--- config.mk ---
export PLATFORM = sky130hd
export DESIGN_NAME = multicycle_ctrl_flat
export DESIGN_NICKNAME = d
export VERILOG_FILES = /design/src/rtl/multicycle_ctrl_if.sv /design/src/rtl/multicycle_ctrl.sv /design/src/flat_wrapper.sv
export SDC_FILE = /design/constraint.sdc
export NUM_CORES = 1
export LEC_CHECK = 0
export BUFFER_PORTS_ARGS = -buffer_cell sky130_fd_sc_hd__buf_2
export CAP_MARGIN = 15
export CORE_MARGIN = 2
export CORE_UTILIZATION = 48
export DETAILED_ROUTE_END_ITERATION = 7
export HOLD_SLACK_MARGIN = 0.08
export PLACE_DENSITY = 0.88
export SYNTH_ARGS = -nofsm -noshare
export SYNTH_HDL_FRONTEND = slang
export SYNTH_SLANG_ARGS = --single-unit
--- constraint.sdc ---
create_clock -name cpu_clk -period 2.2 [get_ports cpu_clk]
set_clock_uncertainty 0.2 [all_clocks]
set_input_delay 0.22 -clock cpu_clk [delete_from_list [all_inputs] [get_ports cpu_clk]]
set_output_delay 0.22 -clock cpu_clk [all_outputs]
set_load 0.05 [all_outputs]
--- src/rtl/multicycle_ctrl_if.sv ---
// rtl/multicycle_ctrl_if.sv - control bus between multicycle_ctrl and the CPU datapath
interface multicycle_ctrl_if;
  logic [31:0] ir;
  logic        br_taken;
  logic        ir_we;
  logic        ab_we;
  logic        y_we;
  logic        mdr_we;
  logic        rf_we;
  logic        mem_we;
  logic        pc_we;
  logic [1:0]  pc_sel;
  logic [1:0]  alu_src1_sel;
  logic [1:0]  alu_src2_sel;
  logic        alu_op;
  logic [1:0]  wb_sel;

  modport master (
    input  ir, br_taken,
    output ir_we, ab_we, y_we, mdr_we, rf_we, mem_we, pc_we,
    output pc_sel, alu_src1_sel, alu_src2_sel, alu_op, wb_sel
  );

  modport slave (
    output ir, br_taken,
    input  ir_we, ab_we, y_we, mdr_we, rf_we, mem_we, pc_we,
    input  pc_sel, alu_src1_sel, alu_src2_sel, alu_op, wb_sel
  );
endinterface

--- src/rtl/multicycle_ctrl.sv ---
// rtl/multicycle_ctrl.sv - decoded IF/ID/EX/MEM/WB sequencer for the multi-cycle LoongArch datapath
module multicycle_ctrl #(
  parameter int CNT_WIDTH = 32
) (
  input  logic                 cpu_clk,
  input  logic                 rstn,
  input  logic                 run,
  input  logic                 step,
  multicycle_ctrl_if.master    bus,
  output logic [2:0]           state,
  output logic                 busy,
  output logic                 illegal,
  output logic [CNT_WIDTH-1:0] instr_cnt
);

  typedef enum logic [2:0] {
    S_IDLE = 3'd0,
    S_IF   = 3'd1,
    S_ID   = 3'd2,
    S_EX   = 3'd3,
    S_MEM  = 3'd4,
    S_WB   = 3'd5,
    S_ERR  = 3'd6
  } state_t;

  typedef enum logic [3:0] {
    C_ADD, C_SUB, C_ADDI, C_LU12I, C_LD, C_ST,
    C_JIRL, C_B, C_BL, C_BR, C_HALT, C_ILL
  } cls_t;

  state_t st;
  cls_t   cls;

  always_comb begin
    cls = C_ILL;
    if (bus.ir == 32'h0)                                  cls = C_HALT;
    else if (bus.ir[31:15] == 17'h00020)                  cls = C_ADD;
    else if (bus.ir[31:15] == 17'h00022)                  cls = C_SUB;
    else if (bus.ir[31:22] == 10'h00A)                    cls = C_ADDI;
    else if (bus.ir[31:25] == 7'h0A)                      cls = C_LU12I;
    else if (bus.ir[31:22] == 10'h0A2)                    cls = C_LD;
    else if (bus.ir[31:22] == 10'h0A6)                    cls = C_ST;
    else if (bus.ir[31:26] == 6'h13)                      cls = C_JIRL;
    else if (bus.ir[31:26] == 6'h14)                      cls = C_B;
    else if (bus.ir[31:26] == 6'h15)                      cls = C_BL;
    else if (bus.ir[31:26] >= 6'h16 && bus.ir[31:26] <= 6'h1B) cls = C_BR;
  end

  always_ff @(posedge cpu_clk) begin
    if (!rstn) begin
      st        <= S_IDLE;
      illegal   <= 1'b0;
      instr_cnt <= '0;
    end else begin
      case (st)
        S_IDLE: if (run || step) st <= S_IF;
        S_IF:   st <= S_ID;
        S_ID: begin
          if (cls == C_HALT) begin
            st <= S_IDLE;
          end else if (cls == C_ILL) begin
            st      <= S_ERR;
            illegal <= 1'b1;
          end else begin
            st <= S_EX;
          end
        end
        S_EX:  st <= (cls == C_LD || cls == C_ST) ? S_MEM : S_WB;
        S_MEM: st <= S_WB;
        S_WB: begin
          instr_cnt <= instr_cnt + CNT_WIDTH'(1);
          st        <= run ? S_IF : S_IDLE;
        end
        S_ERR:   st <= S_ERR;
        default: st <= S_IDLE;
      endcase
    end
  end

  logic       ir_we_d, ab_we_d, y_we_d, mdr_we_d, rf_we_d, mem_we_d, pc_we_d;
  logic [1:0] pc_sel_d, src1_d, src2_d, wb_sel_d;
  logic       alu_op_d;

  always_comb begin
    ir_we_d  = 1'b0;
    ab_we_d  = 1'b0;
    y_we_d   = 1'b0;
    mdr_we_d = 1'b0;
    rf_we_d  = 1'b0;
    mem_we_d = 1'b0;
    pc_we_d  = 1'b0;
    pc_sel_d = 2'd0;
    src1_d   = 2'd0;
    src2_d   = 2'd0;
    alu_op_d = 1'b0;
    wb_sel_d = 2'd0;
    case (st)
      S_IF: ir_we_d = 1'b1;
      S_ID: ab_we_d = 1'b1;
      S_EX: begin
        case (cls)
          C_ADD: y_we_d = 1'b1;
          C_SUB: begin
            y_we_d   = 1'b1;
            alu_op_d = 1'b1;
          end
          C_ADDI, C_LD, C_ST, C_JIRL: begin
            y_we_d = 1'b1;
            src2_d = 2'd1;
          end
          C_LU12I: begin
            y_we_d = 1'b1;
            src1_d = 2'd2;
            src2_d = 2'd1;
          end
          default: ;
        endcase
      end
      S_MEM: begin
        mdr_we_d = (cls == C_LD);
        mem_we_d = (cls == C_ST);
      end
      S_WB: begin
        pc_we_d = 1'b1;
        case (cls)
          C_ADD, C_SUB, C_ADDI, C_LU12I: rf_we_d = 1'b1;
          C_LD: begin
            rf_we_d  = 1'b1;
            wb_sel_d = 2'd1;
          end
          C_JIRL: begin
            rf_we_d  = 1'b1;
            wb_sel_d = 2'd2;
            pc_sel_d = 2'd2;
          end
          C_B:  pc_sel_d = 2'd1;
          C_BL: begin
            rf_we_d  = 1'b1;
            wb_sel_d = 2'd2;
            pc_sel_d = 2'd1;
          end
          C_BR: pc_sel_d = bus.br_taken ? 2'd1 : 2'd0;
          default: ;
        endcase
      end
      default: ;
    endcase
  end

  // Write enables are gated by rstn so a reset landing mid-MEM/WB never commits state.
  assign bus.ir_we        = ir_we_d  & rstn;
  assign bus.ab_we        = ab_we_d  & rstn;
  assign bus.y_we         = y_we_d   & rstn;
  assign bus.mdr_we       = mdr_we_d & rstn;
  assign bus.rf_we        = rf_we_d  & rstn;
  assign bus.mem_we       = mem_we_d & rstn;
  assign bus.pc_we        = pc_we_d  & rstn;
  assign bus.pc_sel       = pc_sel_d;
  assign bus.alu_src1_sel = src1_d;
  assign bus.alu_src2_sel = src2_d;
  assign bus.alu_op       = alu_op_d;
  assign bus.wb_sel       = wb_sel_d;

  assign state = st;
  assign busy  = (st == S_IF) || (st == S_ID) || (st == S_EX) || (st == S_MEM) || (st == S_WB);

endmodule

--- src/flat_wrapper.sv ---
// flat-port wrapper written by rule: the top's interface ports become plain ports
module multicycle_ctrl_flat 
#(
  parameter int CNT_WIDTH = 32
)
  (cpu_clk, rstn, run, step, state, busy, illegal, instr_cnt, bus_ir, bus_br_taken, bus_ir_we, bus_ab_we, bus_y_we, bus_mdr_we, bus_rf_we, bus_mem_we, bus_pc_we, bus_pc_sel, bus_alu_src1_sel, bus_alu_src2_sel, bus_alu_op, bus_wb_sel);
  multicycle_ctrl_if bus_i ();
  input  logic cpu_clk;
  input  logic rstn;
  input  logic run;
  input  logic step;
  output logic [2:0] state;
  output logic busy;
  output logic illegal;
  output logic [CNT_WIDTH-1:0] instr_cnt;
  input wire logic [$bits(bus_i.ir)-1:0] bus_ir;
  input wire logic [$bits(bus_i.br_taken)-1:0] bus_br_taken;
  output wire logic [$bits(bus_i.ir_we)-1:0] bus_ir_we;
  output wire logic [$bits(bus_i.ab_we)-1:0] bus_ab_we;
  output wire logic [$bits(bus_i.y_we)-1:0] bus_y_we;
  output wire logic [$bits(bus_i.mdr_we)-1:0] bus_mdr_we;
  output wire logic [$bits(bus_i.rf_we)-1:0] bus_rf_we;
  output wire logic [$bits(bus_i.mem_we)-1:0] bus_mem_we;
  output wire logic [$bits(bus_i.pc_we)-1:0] bus_pc_we;
  output wire logic [$bits(bus_i.pc_sel)-1:0] bus_pc_sel;
  output wire logic [$bits(bus_i.alu_src1_sel)-1:0] bus_alu_src1_sel;
  output wire logic [$bits(bus_i.alu_src2_sel)-1:0] bus_alu_src2_sel;
  output wire logic [$bits(bus_i.alu_op)-1:0] bus_alu_op;
  output wire logic [$bits(bus_i.wb_sel)-1:0] bus_wb_sel;
  assign bus_i.ir = bus_ir;
  assign bus_i.br_taken = bus_br_taken;
  assign bus_ir_we = bus_i.ir_we;
  assign bus_ab_we = bus_i.ab_we;
  assign bus_y_we = bus_i.y_we;
  assign bus_mdr_we = bus_i.mdr_we;
  assign bus_rf_we = bus_i.rf_we;
  assign bus_mem_we = bus_i.mem_we;
  assign bus_pc_we = bus_i.pc_we;
  assign bus_pc_sel = bus_i.pc_sel;
  assign bus_alu_src1_sel = bus_i.alu_src1_sel;
  assign bus_alu_src2_sel = bus_i.alu_src2_sel;
  assign bus_alu_op = bus_i.alu_op;
  assign bus_wb_sel = bus_i.wb_sel;
  multicycle_ctrl #(.CNT_WIDTH(CNT_WIDTH)) u_core (.cpu_clk(cpu_clk), .rstn(rstn), .run(run), .step(step), .bus(bus_i), .state(state), .busy(busy), .illegal(illegal), .instr_cnt(instr_cnt));
endmodule
==> flow_summary.json, run 1 <==
{
  "status": "completed",
  "dr.pass1.iters": 4,
  "portBuffers": 87,
  "grt_pass1_wl_um": 9520,
  "min_period_over_period_pct": 99.0,
  "ys_seq_area_share_pct": 33.1,
  "finalCriticalPeriod_ns": 2.18,
  "hold_buffers": 0,
  "end_kind": "output pin",
  "rsz0062_at_grt": "yes",
  "antenna_found_initial": 0,
  "wl_per_cell_um": 13.7,
  "dp_cells": 417,
  "detail_route.iter0.violations": 90,
  "grt_use_total_pct": 23.0,
  "critPathLaunchType": "input pin",
  "dieArea_sq_um": 5090,
  "cts_tree": "done",
  "synth_async_sr_flop_share_pct": 0,
  "finalMaxSlewViolations": 0,
  "drive_gt1_share_pct": 41.7,
  "nNetsFinal": 417,
  "power_density_nw_per_um2": 566,
  "synth-main-ff-cell": "dfxtp_1",
  "ys.warnings.count": 0,
  "final-hold-violation-count": 0,
  "final.setup.tns_ns": 0,
  "ys_ff_latch": 36,
  "yosysTopAreaCell": "dfxtp_1",
  "cts_inserted_buffers": 5,
  "grtUsageMet2_pct": 42.0,
  "power_leakage_nw": 1.45,
  "cts.sinks": 36,
  "whs_ns": 0.134,
  "gr-usage-met3_pct": 4.64,
  "worstSetupPathType": "in -> out",
  "ios": 90,
  "routed_via_density": 5.34,
  "ys_types": 47,
  "stdcell_count": 431,
  "pre_cts_ws_ns": -0.147,
  "die_h_um": 71.3,
  "syn_to_final_growth_pct": 42.5,
  "grt_pass1_vias": 2177,
  "hold_path.class": "in -> reg",
  "required_ns": 1.78,
  "grt_max_degree": 26,
  "synth_commonest_cells": "36 x dfxtp_1, 30 x and2_1, 25 x nand2_1",
  "clock.fmax_mhz": 459,
  "clk_pin_slew_ns": 0.07,
  "vdd_drop_max_v": 0.000246,
  "htreeDepth": 2,
  "netlist_instances": 265,
  "crit_fanout": 3,
  "placed_cell_area_sq_um": 2870,
  "gp_congestion": 0.823,
  "use_met1_pct": 26.0,
  "fin_util_pct": 71.2,
  "final_area_sq_um": 3100,
  "route.detailed.drc": 0,
  "n_antenna_cell": 0,
  "synthTopCellsByArea": "dfxtp_1 33%, xnor2_1 8.9%, and2_1 8.6%",
  "crit_arrival_ns": 1.76,
  "overflow": 0,
  "core_area_sq_um": 4350,
  "busiest_layer": "met2",
  "initial_utilization_pct": 49.9,
  "num_vias": 2303,
  "p_total_mw": 1.75,
  "setup_ws_ns": 0.0220,
  "ant_nets": 0,
  "maxCapViolations": 0,
  "finalSetupViolCount": 0,
  "drt_wl_total_um": 5920,
  "clkLatencyLatePin_ns": 0.29,
  "synth_edf_count": 0,
  "rows": 24,
  "synth_area_sq_um": 2170,
  "fp.dieW_um": 71.3,
  "dp_hpwl_um": 4290,
  "synth.most_common_cell": "dfxtp_1",
  "clockBufferDepth": 2,
  "cts_root_buf": "clkbuf_8",
  "syn_area_per_cell_sq_um": 8.21,
  "synth_top_area_share_pct": 33.1
}
area by class of cell:
type / count / area, sq um
Multi-Input combinational cell: 212 / 1490
Clock buffer: 7 / 96.3
Inverter: 9 / 33.8
Fill cell: 350 / 1250
Sequential cell: 36 / 733
Tap cell: 52 / 65.1
Timing Repair Buffer: 115 / 683
cell usage in the layout (no fill, tap or decap), types with 2 or more instances in the layout:
cell      netlist  layout
clkbuf_8        0       7
nor4_2          3       3
nand2b_1        3       3
and4_1          6       6
nor3_1         10       8
and3_1          5       4
nand4_1         6       6
buf_6           0       4
nor4_1          6       5
dfxtp_1        36      28
nand4_2         2       2
a21o_1          2       2
conb_1          1       2
nor3b_1         4       4
dfxtp_2         0       7
o21ai_0         6       6
nand3_1        17      16
xnor2_1        22      22
nor2_2          0       2
and2_1         30      29
buf_2           0      81
nor3_2          1       3
buf_4           2      29
a21oi_1         6       6
and3_4          1       2
nor2_1         17      15
or3_1           2       2
inv_1           9       9
nand2_1        25      25
nor4bb_2        1       2
nor2b_1         5       4
xor2_1          9       9
final timing paths:
kind	startpoint	end	slack, ns	cells past startpoint
worst max register to register	u_core.instr_cnt[15]	u_core.instr_cnt[30]	0.21	6
worst min-delay path	rstn	u_core.state[1]	0.13	2
worst max-delay path	bus_ir[26]	bus_pc_sel[0]	0.02	8
worst min register to register	u_core.illegal	u_core.illegal	0.28	1
cells by family (layout without fill, tap and decap cells):
| group | count (synthesis) | count (layout) | synth area share [%] |
|---|---|---|---|
| flops | 36 | 36 | 33.1 |
| fa+ha+maj | 1 | 1 | 0.575 |
| buf+inv | 18 | 131 | 3.45 |
| xor+xnor | 31 | 31 | 12.5 |
| compound gates | 23 | 23 | 6.62 |
| other cells | 1 | 2 | 0.172 |
| simple gates | 155 | 155 | 43.6 |
report_power, final:
| group | internal (mW) | switching [mW] |
|---|---|---|
| combinational | 0.178 | 0.342 |
| sequential | 0.682 | 0.0424 |
| clock | 0.279 | 0.230 |
critical path: stages:
cell and delay, ns:
buf_8 0.10, nor4_4 0.33, nand3_2 0.17, nor3_2 0.24
nand2_1 0.08, a21o_1 0.23, o31ai_4 0.20, buf_6 0.19
timing repair:
action	in CTS	in global routing
pin swaps	1	9
buffers inserted	0	7
endpoints found under the setup margin	4	6
resized for setup	9	12
gates cloned	0	0
flip-flops by register name, indices dropped and copies added, names as in the netlist:
signal            cells
u_core.instr_cnt     32
u_core.state          3
u_core.illegal        1
layer usage:
layer | part of all wire (%) | up-vias
li1 | - | 1144
met1 | 40 | 1061
met2 | 50 | 84
met3 | 6.7 | 14
met4 | 2.9 | 0
met5 | 0 | -
No activity file was read; power rests on OpenSTA's default activity.
==> run 2, diff against run 1 <==
- CORE_UTILIZATION: 48 -> 43
- GPL_TIMING_DRIVEN: default -> 0
- PLACE_DENSITY: 0.88 -> 0.84
- clock period: 2.2 -> 1.9 ns (I/O delays scaled with it)
==> run 2 against run 1 <==
The flow now finishes with violations (setup timing); wire length up 4.5%; critical path depth down 1; clock power up 30%; final area up 10%; non-clock buffer count down 3; critical path type unchanged; die area up 11%; sequential power up 13%.
==> flow_summary.json, run 2 (synthesized netlist as in run 1, its figures left out) <==
{
  "rows": 25,
  "internal_power_mw": 1.46,
  "reg2regPathDepth": 7,
  "hold_path.class": "in -> reg",
  "vdd_drop_max_v": 0.000897,
  "whs_ns": 0.0940,
  "num_vias": 2341,
  "drt_wl_total_um": 6190,
  "violations": "setup timing",
  "grt_pass1_vias": 2136,
  "detail_route.iter0.violations": 82,
  "min_period_over_period_pct": 111,
  "dp_hpwl_um": 4220,
  "maxCapViolations": 0,
  "portBuffers": 87,
  "p_seq_share_pct": 36.7,
  "antenna_found_initial": 0,
  "required_ns": 1.51,
  "htreeDepth": 2,
  "top_register": "u_core.instr_cnt",
  "wl_per_cell_um": 13.9,
  "largest_reg_flops": 32,
  "power_frac_comb_pct": 33.8,
  "syn_to_final_growth_pct": 57.4,
  "cts_inserted_buffers": 5,
  "setup_ws_ns": -0.203,
  "final_cell_mix": "74 x buf_2, 28 x and2_1, 24 x nand2_1",
  "n_antenna_cell": 0,
  "initial_utilization_pct": 45.4,
  "final_common_cell": "buf_2",
  "rsz0062_at_grt": "yes",
  "nNetsFinal": 414,
  "busiest_layer": "met2",
  "clkLatencyLatePin_ns": 0.29,
  "finalMaxSlewViolations": 0,
  "crit_fanout": 6,
  "grtUsageMet2_pct": 36.8,
  "status": "finished, violations left",
  "overflow": 0,
  "power_density_nw_per_um2": 655,
  "pre_cts_ws_ns": -0.486,
  "grt_use_total_pct": 21.4,
  "critPathLaunchType": "input pin",
  "gp_congestion": 0.895,
  "fp.dieW_um": 75.1,
  "grt_max_degree": 12,
  "finalSetupViolCount": 10,
  "routed_via_density": 5.27,
  "crit_arrival_ns": 1.71,
  "drive_gt1_share_pct": 50.1,
  "hold_path_depth": 4,
  "worstSetupPathType": "in -> out",
  "clockBufferDepth": 2,
  "dr.pass1.iters": 4,
  "dieArea_sq_um": 5640,
  "use_met1_pct": 26.2,
  "grt_pass1_wl_um": 9390,
  "gr-usage-met3_pct": 3.88,
  "ios": 90,
  "clkPwrFrac_pct": 29.6,
  "cts_tree": "done",
  "p_sw_mw": 0.780,
  "clk_pin_slew_ns": 0.07,
  "final-hold-violation-count": 0,
  "fillerInstances": 354,
  "hold_buffers": 0,
  "finalCriticalPeriod_ns": 2.10,
  "power_leakage_nw": 1.56,
  "cts.sinks": 36,
  "die_h_um": 75.1,
  "end_kind": "output pin",
  "cts_root_buf": "clkbuf_8",
  "core_area_sq_um": 4790,
  "switching_share_pct": 34.8,
  "clock.fmax_mhz": 476,
  "ant_nets": 0,
  "route.detailed.drc": 0
}
[run 2: worst paths after layout]
kind	from	endpoint	slack, ns
max	bus_ir[30]	bus_y_we	-0.20
min	rstn	u_core.state[0]	0.09
max reg2reg	u_core.state[1]	u_core.instr_cnt[19]	0.05
min reg2reg	u_core.illegal	u_core.illegal	0.30
[run 2: stage by stage]
stage	power, mW	utilization (%)	area, sq um	instances	TNS (ns)
after floorplan	1.28	-	2400	266	-0.799
after CTS	2.18	68.1	3260	436	-0.566
after global routing	2.33	71.5	3420	444	-1.65
final	2.24	71.5	3420	444	-0.875
after global placement	1.42	61.0	2920	420	-2.67
after detailed placement	1.44	61.0	2920	420	-3.28
[run 2: cell type report]
type                            count  area [sq um]  area share [%]
Clock buffer                        6          72.6            2.12
Sequential cell                    36           802            23.4
Timing Repair Buffer              103           646            18.9
Multi-Input combinational cell    212          1660            48.4
Inverter                            9          41.3            1.21
Buffer                              9          85.1            2.49
Tap cell                           67          83.8            2.45
Clock inverter                      2          35.0            1.02
[run 2: critical path, stage by stage]
cell and delay, ns:
buf_2 0.17, nor2b_1 0.23, nand4_1 0.24, nor3b_2 0.23, nand3b_1 0.21, and3_2 0.24, buf_4 0.20
[run 2: power groups by stage]
stage / logic (mW) / clock network, mW / registers [mW]
2_1_floorplan: 0.361 / 0 / 0.924
6_report: 0.757 / 0.662 / 0.821
4_1_cts: 0.689 / 0.672 / 0.817
3_3_place_gp: 0.593 / 0 / 0.832
5_1_grt: 0.802 / 0.706 / 0.826
3_5_place_dp: 0.604 / 0 / 0.833
[run 2: timing repair]
| action | 4_1_cts | 5_1_grt |
|---|---|---|
| buffers inserted | 8 | 8 |
| endpoints found under the setup margin | 17 | 27 |
| resized for setup | 44 | 27 |
| pin swaps | 10 | 13 |
[run 2: routing by layer]
metal	share of wire [%]	up-vias	wire length, um
li1	-	1145	-
met1	40	1098	2490
met2	51	84	3190
met3	5.8	14	358
met4	2.6	0	159
met5	0	-	0
==> run 3, diff against run 2 <==
- PLACE_DENSITY: 0.84 -> default
- PLACE_DENSITY_LB_ADDON: default -> 0.1
- SLEW_MARGIN: default -> 25
==> run 3 against run 2 <==
The run still ends with setup timing left; flip-flop and latch count stayed put; combinational power hardly changed; utilization is 3.4 points higher; die area stayed put; sequential share of layout area is 1.1 points lower; via count is 1.3% higher; total power is 5.9% lower; setup slack worse by 0.048 ns; highest routed layer unchanged.
==> flow_summary.json, run 3 (synthesized netlist as in run 1, its figures left out) <==
{
  "worstSetupPathType": "in -> out",
  "wl_per_cell_um": 13.2,
  "drt_wl_total_um": 6130,
  "routed_via_density": 5.12,
  "power_leakage_nw": 1.66,
  "nNetsFinal": 433,
  "worstPathCellList": "buf_12 -> nor4_4 -> nand3_2 -> nor2_2 -> nand2_1 -> a21o_1 -> nor4bb_4 -> buf_6",
  "ios": 90,
  "whs_ns": 0.160,
  "largest_reg_flops": 32,
  "rows": 25,
  "min_from": "run",
  "finalMaxSlewViolations": 0,
  "n_antenna_cell": 0,
  "status": "finished, violations left",
  "final_area_sq_um": 3580,
  "route.detailed.drc": 0,
  "dr.pass1.iters": 4,
  "placed_cell_area_sq_um": 2920,
  "grt_pass1_wl_um": 9400,
  "top_register": "u_core.instr_cnt",
  "detail_route.iter0.violations": 63,
  "initial_utilization_pct": 45.4,
  "syn_to_final_growth_pct": 64.8,
  "die_h_um": 75.1,
  "critPathLaunchType": "input pin",
  "rsz0062_at_grt": "yes",
  "finalCriticalPeriod_ns": 2.15,
  "dp_cells": 420,
  "ant_nets": 0,
  "crit_fanout": 5,
  "end_kind": "output pin",
  "gp_congestion": 0.867,
  "portBuffers": 87,
  "stdcell_count": 463,
  "cts_inserted_buffers": 5,
  "clk_pin_slew_ns": 0.07,
  "dieArea_sq_um": 5640,
  "hold_path.class": "in -> reg",
  "grt_use_total_pct": 21.2,
  "fillerInstances": 356,
  "drive_gt1_share_pct": 53.0,
  "vdd_drop_max_v": 0.00101,
  "final_cell_mix": "73 x buf_2, 36 x buf_4, 28 x and2_1",
  "p_total_mw": 2.11,
  "fp.dieW_um": 75.1,
  "setup_ws_ns": -0.251,
  "htreeDepth": 2,
  "fin_util_pct": 74.9,
  "dp_hpwl_um": 4080,
  "rr_startpoint": "u_core.state[1]",
  "cts_root_buf": "clkbuf_8",
  "violations": "setup timing",
  "overflow": 0,
  "core_area_sq_um": 4790,
  "required_ns": 1.51,
  "pre_cts_ws_ns": -0.419,
  "final_common_cell": "buf_2",
  "slowest_delay_ns": 0.34,
  "num_vias": 2372,
  "clkLatencyLatePin_ns": 0.29,
  "cts.sinks": 36,
  "crit_arrival_ns": 1.76,
  "grt_max_degree": 13,
  "final-hold-violation-count": 0,
  "maxCapViolations": 0,
  "cts_tree": "done",
  "startpoint": "bus_ir[28]",
  "antenna_found_initial": 0,
  "clockBufferDepth": 2,
  "final.setup.tns_ns": -0.913,
  "critPathSlowestCell": "nor4_4",
  "grt_pass1_vias": 2151,
  "clock.fmax_mhz": 465,
  "finalSetupViolCount": 7,
  "min_period_over_period_pct": 113,
  "power_density_nw_per_um2": 588
}
-- run 3: area by class of cell --
cell class                      count  area (sq um)  area share (%)
Tap cell                           67          83.8            2.34
Clock inverter                      3          18.8           0.524
Timing Repair Buffer              122           812            22.7
Sequential cell                    36           802            22.4
Clock buffer                        5          68.8            1.92
Buffer                              9          76.3            2.13
Multi-Input combinational cell    212          1680            46.9
Inverter                            9          41.3            1.15
-- run 3: what timing repair did --
| item | 4_1_cts | 5_1_grt |
|---|---|---|
| resized for setup | 46 | 33 |
| endpoints found under the hold margin | 1 | 0 |
| hold buffers | 1 | 0 |
| setup endpoints to repair | 19 | 24 |
| setup buffers | 15 | 20 |
| pin swaps | 14 | 20 |
-- run 3: per-layer routing --
metal	global-route usage, %	wire [um]	vias to the layer above
li1	-	-	1183
met1	27.3	2710	1100
met2	35.2	3050	80
met3	4.42	279	9
met4	7.54	78	0
met5	0	0	-
-- run 3: final timing paths --
kind / endpoint / slack, ns / cells past startpoint
setup / recovery: bus_alu_src1_sel[1] / -0.25 / 8
hold / removal: u_core.state[0] / 0.16 / 5
setup reg to reg: u_core.instr_cnt[30] / 0.05 / 8
hold reg to reg: u_core.illegal / 0.29 / 1
-- run 3: where the power goes --
part	internal, mW	switching [mW]	leakage, nW	total [mW]
clock network	0.255	0.279	0.0479	0.535
logic	0.304	0.455	1.31	0.759
registers	0.773	0.0422	0.310	0.815
-- run 3: critical path, delay by kind of cell --
kind	cells	cell delay, ns
and+or+nand+nor	5	1.04
buffers and inverters	2	0.31
AOI/OAI and AO/OA	1	0.21
